--- src/rtl/mips_ctrl_pkg.sv ---
// Shared encodings for the multi-cycle MIPS controller: opcodes, functs,
// ALU operation codes, FSM state encoding and the datapath control bundle.
package mips_ctrl_pkg;

    localparam logic [5:0] OP_RTYPE = 6'b000000;
    localparam logic [5:0] OP_LW    = 6'b100011;
    localparam logic [5:0] OP_SW    = 6'b101011;
    localparam logic [5:0] OP_ADDI  = 6'b001000;
    localparam logic [5:0] OP_BEQ   = 6'b000100;
    localparam logic [5:0] OP_J     = 6'b000010;

    localparam logic [5:0] FN_ADD = 6'b100000;
    localparam logic [5:0] FN_SUB = 6'b100010;
    localparam logic [5:0] FN_AND = 6'b100100;
    localparam logic [5:0] FN_OR  = 6'b100101;
    localparam logic [5:0] FN_SLT = 6'b101010;

    localparam logic [2:0] ALUOP_ADD = 3'b000;
    localparam logic [2:0] ALUOP_SUB = 3'b001;
    localparam logic [2:0] ALUOP_AND = 3'b010;
    localparam logic [2:0] ALUOP_OR  = 3'b011;
    localparam logic [2:0] ALUOP_SLT = 3'b100;

    typedef enum logic [2:0] {
        S_IDLE   = 3'd0,
        S_FETCH  = 3'd1,
        S_DECODE = 3'd2,
        S_EXEC   = 3'd3,
        S_MEM    = 3'd4,
        S_WB     = 3'd5,
        S_BRANCH = 3'd6,
        S_JUMP   = 3'd7
    } state_e;

    typedef struct packed {
        logic pc_write;
        logic ir_write;
        logic jump;
        logic regwrite;
        logic regdst;
        logic pcsrc;
        logic memtoreg;
        logic mem_read;
        logic memwrite;
        logic alusrc;
    } ctrl_t;

endpackage

--- src/rtl/alu_control.sv ---
// Combinational ALU control: maps {op, funct, state} to the 3-bit aluop and
// flags R-type functs that the datapath cannot execute.
module alu_control
    import mips_ctrl_pkg::*;
(
    input  logic [5:0] op,
    input  logic [5:0] funct,
    input  state_e     state,
    output logic [2:0] aluop,
    output logic       funct_illegal
);

    logic [2:0] fn_aluop;
    logic       fn_ok;

    always_comb begin
        fn_aluop = ALUOP_ADD;
        fn_ok    = 1'b1;
        case (funct)
            FN_ADD:  fn_aluop = ALUOP_ADD;
            FN_SUB:  fn_aluop = ALUOP_SUB;
            FN_AND:  fn_aluop = ALUOP_AND;
            FN_OR:   fn_aluop = ALUOP_OR;
            FN_SLT:  fn_aluop = ALUOP_SLT;
            default: fn_ok    = 1'b0;
        endcase
    end

    assign funct_illegal = (op == OP_RTYPE) && !fn_ok;

    always_comb begin
        aluop = ALUOP_ADD;
        case (state)
            S_EXEC:   aluop = (op == OP_RTYPE) ? fn_aluop : ALUOP_ADD;
            S_BRANCH: aluop = ALUOP_SUB;
            default:  aluop = ALUOP_ADD;
        endcase
    end

endmodule

--- src/rtl/multicycle_control.sv ---
// Multi-cycle MIPS main controller: one instruction phase per state, Moore
// decode of datapath controls, bounded data-memory wait, retire counter.
module multicycle_control
    import mips_ctrl_pkg::*;
#(
    parameter int MEM_TIMEOUT = 16,
    parameter int CNT_W       = 32
) (
    input  logic             clk,
    input  logic             rst,
    input  logic             run,
    input  logic [5:0]       opcode,
    input  logic [5:0]       funct,
    input  logic             zero,
    input  logic             mem_ready,
    output logic             pc_write,
    output logic             ir_write,
    output logic             jump,
    output logic             regwrite,
    output logic             regdst,
    output logic             pcsrc,
    output logic             memtoreg,
    output logic             mem_read,
    output logic             memwrite,
    output logic             alusrc,
    output logic [2:0]       aluop,
    output logic             busy,
    output logic             illegal_instr,
    output logic             mem_err,
    output logic [CNT_W-1:0] instr_count,
    output logic [2:0]       state
);

    localparam int TW = (MEM_TIMEOUT > 1) ? $clog2(MEM_TIMEOUT) : 1;
    localparam logic [TW-1:0] TMO_LAST = TW'(MEM_TIMEOUT - 1);

    state_e           state_q, state_d;
    logic [5:0]       op_q, op_d;
    logic [5:0]       funct_q, funct_d;
    logic [TW-1:0]    tmo_q, tmo_d;
    logic [CNT_W-1:0] cnt_q, cnt_d;
    logic             illegal_q, illegal_d;
    logic             mem_err_q, mem_err_d;
    logic             retire;
    ctrl_t            ctrl;

    // In DECODE the incoming instruction is checked before it is latched.
    logic [5:0] op_sel, funct_sel;
    logic       funct_illegal;

    assign op_sel    = (state_q == S_DECODE) ? opcode : op_q;
    assign funct_sel = (state_q == S_DECODE) ? funct  : funct_q;

    alu_control u_alu_control (
        .op            (op_sel),
        .funct         (funct_sel),
        .state         (state_q),
        .aluop         (aluop),
        .funct_illegal (funct_illegal)
    );

    always_ff @(posedge clk or negedge rst) begin
        if (!rst) begin
            state_q   <= S_IDLE;
            op_q      <= '0;
            funct_q   <= '0;
            tmo_q     <= '0;
            cnt_q     <= '0;
            illegal_q <= 1'b0;
            mem_err_q <= 1'b0;
        end else begin
            state_q   <= state_d;
            op_q      <= op_d;
            funct_q   <= funct_d;
            tmo_q     <= tmo_d;
            cnt_q     <= cnt_d;
            illegal_q <= illegal_d;
            mem_err_q <= mem_err_d;
        end
    end

    always_comb begin
        state_d   = state_q;
        op_d      = op_q;
        funct_d   = funct_q;
        tmo_d     = tmo_q;
        cnt_d     = cnt_q;
        illegal_d = 1'b0;
        mem_err_d = 1'b0;
        retire    = 1'b0;
        case (state_q)
            S_IDLE:  if (run) state_d = S_FETCH;
            S_FETCH: state_d = S_DECODE;
            S_DECODE: begin
                op_d    = opcode;
                funct_d = funct;
                case (opcode)
                    OP_RTYPE: begin
                        if (funct_illegal) begin
                            illegal_d = 1'b1;
                            state_d   = run ? S_FETCH : S_IDLE;
                        end else begin
                            state_d = S_EXEC;
                        end
                    end
                    OP_LW, OP_SW, OP_ADDI: state_d = S_EXEC;
                    OP_BEQ:                state_d = S_BRANCH;
                    OP_J:                  state_d = S_JUMP;
                    default: begin
                        illegal_d = 1'b1;
                        state_d   = run ? S_FETCH : S_IDLE;
                    end
                endcase
            end
            S_EXEC: begin
                tmo_d   = '0;
                state_d = (op_q == OP_LW || op_q == OP_SW) ? S_MEM : S_WB;
            end
            S_MEM: begin
                // A ready seen on the last allowed cycle still wins over the abort.
                if (mem_ready) begin
                    if (op_q == OP_LW) state_d = S_WB;
                    else               retire  = 1'b1;
                end else if (tmo_q == TMO_LAST) begin
                    mem_err_d = 1'b1;
                    state_d   = run ? S_FETCH : S_IDLE;
                end else begin
                    tmo_d = tmo_q + TW'(1);
                end
            end
            S_WB, S_BRANCH, S_JUMP: retire = 1'b1;
            default: state_d = S_IDLE;
        endcase
        if (retire) begin
            cnt_d   = cnt_q + CNT_W'(1);
            state_d = run ? S_FETCH : S_IDLE;
        end
    end

    always_comb begin
        ctrl = '0;
        case (state_q)
            S_FETCH: begin
                ctrl.ir_write = 1'b1;
                ctrl.pc_write = 1'b1;
            end
            S_EXEC: ctrl.alusrc = (op_q != OP_RTYPE);
            S_MEM: begin
                ctrl.mem_read = (op_q == OP_LW);
                ctrl.memwrite = (op_q == OP_SW);
                ctrl.alusrc   = 1'b1;
            end
            S_WB: begin
                ctrl.regwrite = 1'b1;
                ctrl.regdst   = (op_q == OP_RTYPE);
                ctrl.memtoreg = (op_q == OP_LW);
            end
            S_BRANCH: begin
                ctrl.pcsrc    = 1'b1;
                ctrl.pc_write = zero;
            end
            S_JUMP: begin
                ctrl.jump     = 1'b1;
                ctrl.pc_write = 1'b1;
            end
            default: ctrl = '0;
        endcase
    end

    assign pc_write      = ctrl.pc_write;
    assign ir_write      = ctrl.ir_write;
    assign jump          = ctrl.jump;
    assign regwrite      = ctrl.regwrite;
    assign regdst        = ctrl.regdst;
    assign pcsrc         = ctrl.pcsrc;
    assign memtoreg      = ctrl.memtoreg;
    assign mem_read      = ctrl.mem_read;
    assign memwrite      = ctrl.memwrite;
    assign alusrc        = ctrl.alusrc;
    assign busy          = (state_q != S_IDLE);
    assign illegal_instr = illegal_q;
    assign mem_err       = mem_err_q;
    assign instr_count   = cnt_q;
    assign state         = state_q;

endmodule

--- config.mk ---
export PLATFORM = sky130hd
export DESIGN_NAME = multicycle_control
export DESIGN_NICKNAME = d
export VERILOG_FILES = /design/src/rtl/mips_ctrl_pkg.sv /design/src/rtl/alu_control.sv /design/src/rtl/multicycle_control.sv
export SDC_FILE = /design/constraint.sdc
export NUM_CORES = 1
export LEC_CHECK = 0
export ABC_AREA = 1
export CORE_MARGIN = 8
export CORE_UTILIZATION = 40
export CTS_CLUSTER_DIAMETER = 60
export DETAILED_ROUTE_END_ITERATION = 6
export PLACE_DENSITY = 0.63
export SLEW_MARGIN = 20
export SYNTH_ARGS = -nofsm -noshare
export SYNTH_HDL_FRONTEND = slang
export SYNTH_SLANG_ARGS = --single-unit
--- constraint.sdc ---
create_clock -name clk -period 4.94 [get_ports clk]
set_clock_uncertainty 0.15 [all_clocks]
set_input_delay 0.741 -clock clk [delete_from_list [all_inputs] [get_ports clk]]
set_output_delay 0.741 -clock clk [all_outputs]
set_load 0.02 [all_outputs]
After elaboration in Yosys (flattened, before gate mapping)
Cells that the tools add are included.
Widths: inputs -> output; s select.
{ "classes": {"addsub": 2, "eq_ne": 25, "muxes": 36, "reduce_logical": 18} }
{ "op_table": {"columns": ["op", "count"], "rows": [
  ["$eq 6x6->1 const B", 9],
  ["$add 32x1->32 const B", 1],
  ["$pmux 3 s4", 2],
  ["$logic_not 6->1", 3],
  ["$mux 3", 6],
  ["$pmux 3 s5", 1],
  ["$mux 1", 14],
  ["$eq 3x3->1 const B", 4],
  ["$mux 6", 2],
  ["$reduce_bool 6->1", 2],
  ["$reduce_or 5->1", 2],
  ["$mux 4", 2],
  ["$ne 4x4->1 const B", 2],
  ["$pmux 1 s2", 4],
  ["$pmux 4 s2", 1],
  ["$eq 3x2->1 const B", 2],
  ["$eq 6x2->1 const B", 1],
  ["$eq 6x3->1 const B", 1],
  ["$eq 6x4->1 const B", 1],
  ["$mux 2", 3],
  ["$pmux 3 s2", 1],
  ["$reduce_or 3->1", 2],
  ["$add 4x1->4 const B", 1],
  ["$eq 4x4->1 const B", 1],
  ["other kinds (12)", 13]
]} }
{ "word_totals": {"ff_bits": 53, "input_bits": 17, "output_inout_bits": 51} }

Logic depth before layout (Yosys ltp)
Gate-level depths: netlist (run 1).
{ "depth": {"depth_word": 11, "depth_mapped": 13, "mapped_depth_nobuf": 13} }

By module
A second synthesis (run 1) with hierarchy kept.
{ "unflattened": {"cells_unflattened": 504, "hier_area_um2": 3362.0} }
{ "by_module_without_submodules": {"columns": ["mod", "n_inst", "cells_each", "area_per_inst_um2", "seq_area_each_um2"], "rows": [
  ["multicycle_control", 1, 468, 3196.8, 1326.3],
  ["alu_control", 1, 36, 165.2, 0.0]
]} }

Worst setup path before layout (run 1)
Ideal clock, no wire load.
{ "synth_timing": {"kind": "reg2out", "startpoint": "register state_q[2], in the netlist state[2]", "endpoint": "output aluop[0]", "t_arrival_ns": 1.974, "required_ns": 4.049, "slack_ns": 2.075, "stages_incl_launch_ff": 11, "n_path_buf": 1, "path_cell_list": "dfrtp_1 > inv_4 > nand3_4 > buf_8 > nand2_2 > nand2_1 > nor2_1 > nand3_2 > nor4_2 > nand2_1 > nand3_1"} }
{ "synth_between": {"elab_chain_len": 6, "elab_cells_between_ends": 13, "cone_classes": "eq/ne: 7; mux: 5; reduce/logical: 1"} }
{ "synth_rtl": {"columns": ["element", "line_no", "text"], "rows": [
  ["from (decl)", "multicycle_control.sv:37", "state_e state_q, state_d;"],
  ["from (signal assigned)", "multicycle_control.sv:72", "state_q <= state_d;"],
  ["$eq 3x2->1", "multicycle_control.sv:51, multicycle_control.sv:52", null],
  ["$mux 6", null, null],
  ["$eq 6x6->1", "alu_control.sv:19", "case (funct)"],
  ["$pmux 3 s4", "alu_control.sv:19", null],
  ["$mux 3", "alu_control.sv:34", "S_EXEC: aluop = (op == OP_RTYPE) ? fn_aluop : ALUOP_ADD;"],
  ["$pmux 3 s2 (*)", "alu_control.sv:33", "case (state)"],
  ["to (decl)", "multicycle_control.sv:26", "output logic [2:0] aluop,"]
]} }
Mark *: on every way between the ends. The rest lies on a longest branch, timed or not.

Final worst setup path (run 1)
Ends and elaborated chain as after synthesis.

==> summary.md, run 1 <==
| Metric | Value |
|---|---|
| Number of enable flip-flop cells after synthesis | `0` |
| Worst VDD drop | `0.000282 V` |
| Grt ovf | `0` |
| Most frequent cells in the layout | `66 x clkdlybuf4s50_1, 60 x nand2_1, 53 x dfrtp_1` |
| Wire length per cell | `13.9 um` |
| Final setup TNS | `0 ns` |
| Clock transition at the registers of the reported paths | `0.10 ns` |
| Final hold violation count | `0` |
| Non-filler cells, final | `518` |
| Post-synthesis sequential area ratio | `44.2%` |
| Antenna cell count | `0` |
| Number of port buffers | `67` |
| Worst-Margin Slew | `0.682 ns` |
| Cell leakage power | `1.78 nW` |
| Max stage delay on crit path | `0.60 ns` |
| IO Pins | `68` |
| Synthesized net count | `366` |
| Outcome | `complete, no violations` |
| Routed Antenna Nets | `0` |
| FF/Latch Area | `1330 um2` |
| Number of fill cells | `696` |
| Setup Viol. Count Final | `0` |
| Worst hold path class | `flip-flop to flip-flop` |
| Register bit total from synthesis | `53` |
| Max-slew headroom | `54.5%` |
| Post-Synth Simple-Gate Area | `34.1%` |
| Worst path slowest cell | `clkdlybuf4s50_1` |
| Via/cell ratio | `4.86` |
| Tmin final | `3.66 ns` |
| Clk root buf | `clkbuf_8` |
| Pin count of the biggest net entering global routing | `54` |
| Primary FF master, synth | `dfrtp_1` |
| Placed Instances | `510` |
| Total number of vias | `2517` |
| Post-Route WL | `7220 um` |
| CTS buffer count | `5` |
| Largest family of logic cells by synthesized area | `simple AND/OR/NAND/NOR gates` |
| Max-slew violations | `0` |
| Die Ht | `103 um` |
| Sink Count | `53` |
| Mean Syn Cell Area | `8.65 um2` |
| Post-DP HPWL | `5590 um` |
| Synth Area in Compound Gates | `4.54%` |
| Yosys warning total | `0` |
| Maxcap violations | `0` |
| CP delay by family, top | `buffers and inverters` |
| Post-CTS setup buffer count | `0` |
| DR iter-0 viols | `114` |
| Cell Area, Synth | `3000 um2` |
| DRC violations left | `0` |
| CP Capture Type | `primary output` |
| Asr flop ratio synth | `100%` |
| FMAX | `274 MHz` |
| Std cell rows | `31` |
| Worst path most repeated cell | `nand2_1` |
| Final RePlAce weighted congestion | `0.841` |
| Worst Path Max Fanout | `18` |
| Initial antenna violation count | `0` |
| Worst path bufs/invs | `3` |
| Syn Inst Count | `347` |
| Die area | `10500 um2` |
| Synth cell types | `40` |
| Clk_lat worst skew | `0.31 ns` |
| Hold WS | `0.329 ns` |
| TritonRoute pass-1 iters | `4` |
| PostCTS Resize Cnt | `0` |
| All-Layer GR Usage | `14.3%` |
| Period utilization | `74.0%` |
| Post-synthesis mux area share | `0%` |
| CTS Hold Bufs | `0` |
| P per Cell Area | `436 nW/um2` |
| Deepest clock path buffer count | `2` |
| First-pass GRT wire length | `11900 um` |
| Startpoint types | `flip-flop` |
| Vias in the first global route | `2452` |
| XOR/XNOR Fraction of Synth Area | `8.75%` |
| CP Class | `flip-flop to primary output` |
| Synthesis-to-finish area growth | `28.5%` |
| Commonest non-fill, non-tap cell in the layout | `clkdlybuf4s50_1` |
| Width of the die | `103 um` |
| Unrepaired setup endpoints after global routing | `false` |
| Adder-Cell Fraction of Synth Area | `0.833%` |
| Layout cells sized above 1 | `13.8%` |
| H-tree levels | `2` |
| Required @ worst endpoint | `4.05 ns` |
| Core ar. | `7250 um2` |
| CP arrival | `2.76 ns` |
| Final #Nets | `437` |
| Footprint of the multi-input gates | `1450 um2` |
| CTS tree | `built` |
| Initial core utilization | `41.4%` |
| Critical-path cell list | `inv_4, nand3_4, inv_2, nand2_1, nand2_1, nand2_2, nor4_2, nand2_1, nand3_1, clkdlybuf4s50_1` |
## cell usage after synthesis, types with 2 or more instances
library cell | count | area [um2]
nand2_1 | 60 | 225
dfrtp_1 | 53 | 1330
inv_1 | 41 | 154
nor2_1 | 33 | 124
nand3_1 | 23 | 115
xor2_1 | 22 | 193
nand4_1 | 14 | 87.6
nor3_1 | 11 | 55.1
nand2_2 | 8 | 50.1
nand3_2 | 8 | 80.1
xnor2_1 | 8 | 70.1
nor2_2 | 7 | 43.8
a21oi_1 | 5 | 25.0
inv_2 | 5 | 18.8
o21ai_0 | 5 | 25.0
nand2_4 | 4 | 45.0
nor4_1 | 4 | 25.0
and3_1 | 3 | 18.8
inv_4 | 3 | 18.8
o21ai_1 | 3 | 15.0
a21oi_2 | 2 | 17.5
buf_2 | 2 | 10.0
ha_1 | 2 | 25.0
nor2_4 | 2 | 22.5
nor3_2 | 2 | 20.0
nor3b_2 | 2 | 25.0
o211ai_1 | 2 | 15.0
## through the flow
stage	setup WS [ns]	total power, W	utilization (%)	instance area (um2)
final	1.28	0.00168	53.2	3860
after global routing	0.999	0.00181	53.2	3860
after CTS	1.26	0.00170	53.2	3860
after detailed placement	1.42	0.00143	51.9	3760
after global placement	1.44	0.00142	51.9	3760
after floorplan	2.08	0.00117	-	3000
## state kept, by name (all words and copies together) (netlist names)
name and flops:
funct_q 6, tmo_q 4, illegal_instr 1, state 3, instr_count 32, mem_err 1, op_q 6
## kinds of logic after synthesis
kind of cell / after synthesis
xor+xnor: 30
fa+ha+maj: 2
flops: 53
simple gates: 187
buf+inv: 53
compound gates: 22
## final cells by class
type | count | share of cell area (%)
clock buffer | 5 | 1.78
clock inverter | 3 | 0.681
inverter | 49 | 4.96
multi-input combinational | 241 | 37.5
sequential | 53 | 34.4
tap | 99 | 3.21
timing repair buffer | 68 | 17.4
## report_power, final
group / leakage [nW] / switching [W] / total, W / internal, W
clock network: 0.0423 / 0.000156 / 0.000260 / 0.000103
registers: 0.677 / 0.000100 / 0.000631 / 0.000531
logic: 1.06 / 0.000498 / 0.000792 / 0.000295
## layer usage
layer	track usage, %	part of all wire, %	vias to the layer above
li1	-	-	1267
met1	18.9	46	1203
met3	2.50	4.7	6
met4	3.72	0.91	0
met5	0	0	-
met2	23.6	48	41
## path summary, 6_finish.rpt
check                                     start              end  slack [ns]  cells past startpoint
max in group asynchronous                   rst  instr_count[23]        3.79                      2
worst max-delay path                   state[2]         aluop[0]        1.28                     10
min in group asynchronous                   rst       funct_q[2]        0.38                      2
worst min-delay path            instr_count[31]  instr_count[31]        0.33                      1
worst min register to register  instr_count[31]  instr_count[31]        0.33                      1
worst max register to register         state[2]         state[0]        2.73                     13
Note: power is estimated with default switching activity, not from simulation.
==> inputs of run 2 (changes only) <==
PLACE_DENSITY = 0.65   (was 0.63)
clock period = 3.1 ns   (was 4.94 ns; I/O delays follow)
==> summary.md, run 2 (same netlist as run 1, synthesis figures left out) <==
| Metric | Value |
|---|---|
| DR iter-0 viols | `100 (-12%)` |
| Most frequent cells in the layout | `63 x clkdlybuf4s50_1, 60 x nand2_1, 52 x dfrtp_1` |
| Reg-to-reg startpoint | `state[2]` |
| Outcome | `complete, no violations` |
| Total number of vias | `2580 (+2.5%)` |
| Placed Instances | `516 (+1.2%)` |
| Wire length per cell | `14.2 um (+1.8%)` |
| Final hold violation count | `0 (unchanged)` |
| TritonRoute pass-1 iters | `4 (unchanged)` |
| Footprint of the multi-input gates | `1450 um2 (unchanged)` |
| H-tree levels | `2 (unchanged)` |
| CP Launch Point | `state[0]` |
| Final #Nets | `444 (+1.6%)` |
| Via/cell ratio | `4.91 (+1.1%)` |
| All-Layer GR Usage | `15.0% (+0.73 points)` |
| Max-slew headroom | `65.1% (+11 points)` |
| Number of fill cells | `716 (+2.9%)` |
| Maxcap violations | `0 (unchanged)` |
| IO Pins | `68 (unchanged)` |
| Worst path slowest cell | `clkdlybuf4s50_1` |
| Initial antenna violation count | `0 (unchanged)` |
| Period utilization | `95.7%` |
| Routed Antenna Nets | `0 (unchanged)` |
| Core ar. | `7250 um2 (unchanged)` |
| PnR Total Power | `0.00269 W (+60%)` |
| CP Class | `flip-flop to primary output` |
| Final RePlAce weighted congestion | `0.841 (about the same)` |
| P per Cell Area | `690 nW/um2 (+58%)` |
| Clk_lat worst skew | `0.30 ns (about the same)` |
| Non-filler cells, final | `525 (+1.4%)` |
| Post-CTS setup buffer count | `0 (unchanged)` |
| Worst VDD drop | `0.000335 V (+19%)` |
| Std cell rows | `31 (unchanged)` |
| Worst-Margin Slew | `0.523 ns (-0.159 ns)` |
| Hold WS | `0.345 ns (+0.0161 ns)` |
| Cell leakage power | `1.82 nW (+2.2%)` |
| Deepest clock path buffer count | `2 (unchanged)` |
| Unrepaired setup endpoints after global routing | `false` |
| DRC violations left | `0 (unchanged)` |
| Initial core utilization | `41.4% (unchanged)` |
| CP arrival | `2.35 ns (-0.41 ns)` |
| Final setup TNS | `0 ns (unchanged)` |
| R2R Setup Slk | `0.89 ns (-1.84 ns)` |
| Layout cells sized above 1 | `15.3% (+1.4 points)` |
| Required @ worst endpoint | `2.48 ns (-1.57 ns)` |
| Worst hold path class | `flip-flop to flip-flop` |
| Pin count of the biggest net entering global routing | `24 (-56%)` |
| Clock transition at the registers of the reported paths | `0.09 ns (about the same)` |
| Die area | `10500 um2 (unchanged)` |
| Post-Route WL | `7450 um (+3.2%)` |
| Startpoint types | `flip-flop` |
| Clk root buf | `clkbuf_8` |
| Post-DP HPWL | `6030 um (+7.9%)` |
| CP Capture Type | `primary output` |
| CTS tree | `built` |
| Number of port buffers | `67 (unchanged)` |
| Width of the die | `103 um (unchanged)` |
| Commonest non-fill, non-tap cell in the layout | `clkdlybuf4s50_1` |
| CTS buffer count | `5 (unchanged)` |
| Max stage delay on crit path | `0.65 ns (+0.05 ns)` |
| Synthesis-to-finish area growth | `30.1%` |
| Worst Path Max Fanout | `9 (-9)` |
| Die Ht | `103 um (unchanged)` |
| Setup Viol. Count Final | `0 (unchanged)` |
| FF/Latch Area | `1330 um2 (about the same)` |
| Grt ovf | `0 (unchanged)` |
| Vias in the first global route | `2568 (+4.7%)` |
| Max-slew violations | `0 (unchanged)` |
| Tmin final | `2.97 ns` |
| Worst Hold Launch | `instr_count[31]` |
| Sink Count | `53 (unchanged)` |
| Util after Layout | `53.9% (+0.67 points)` |
| First-pass GRT wire length | `12600 um (+5.2%)` |
| Critical-path cell list | `inv_4, nor3_1, inv_1, buf_4, o21ai_0, clkdlybuf4s50_1` |
| Antenna cell count | `0 (unchanged)` |
| FMAX | `337 MHz` |
| Max FFs per register | `32 (unchanged)` |
==> run 2: cell count changes in the layout (fill, tap and decap cells not counted), sizes merged <==
cell / change
inv: -1
buf: +6
clkinvlp: +1
dlygate4sd3: +1
dlygate4sd2: +3
clkdlybuf4s50: -3
==> run 2: worst max-delay path, delay by kind of cell (launching register included) <==
kind | cells | cell delay [ns]
simple gates | 1 | 0.32
flops | 1 | 0.47
buf+inv | 4 | 1.12
compound gates | 1 | 0.15
==> run 2: worst paths after layout <==
path                              endpoint  depth (start not counted)
setup / recovery                    alusrc                          6
setup reg to reg           instr_count[24]                         11
hold / removal             instr_count[31]                          1
max in group asynchronous   instr_count[1]                          3
min in group asynchronous    illegal_instr                          2
hold reg to reg            instr_count[31]                          1
==> run 2: per-stage QoR <==
step	setup slack, ns	area [um2]
2_1_floorplan	0.511	3000
3_3_place_gp	0.169	3810
3_5_place_dp	0.103	3810
4_1_cts	0.115	3910
5_1_grt	0.0154	3910
6_report	0.132	3910
==> run 2: area by class of cell <==
cell class | count | area share [%]
clock inverter | 3 | 0.576
sequential | 53 | 34.0
timing repair buffer | 75 | 18.5
tap | 99 | 3.17
inverter | 49 | 4.90
clock buffer | 5 | 1.76
multi-input combinational | 241 | 37.1
==> run 2: layer usage <==
metal	up-vias	global-route usage (%)	wire [um]
met4	0	3.72	47
met5	-	0	0
met1	1239	19.9	3450
met2	55	25.0	3600
li1	1284	-	-
met3	2	2.36	355
==> run 2: power breakdown <==
part | total (W) | switching (W) | internal, W
registers | 0.000995 | 0.000148 | 0.000847
clock network | 0.000389 | 0.000230 | 0.000159
logic | 0.00131 | 0.000807 | 0.000504
==> run 2: what timing repair did <==
| action | CTS | global route |
|---|---|---|
| hold endpoints to repair | 21 | 0 |
| resized for setup | 3 | 1 |
| pin swaps | 0 | 0 |
| endpoints found under the setup margin | 3 | 1 |
| hold buffers | 1 | 0 |
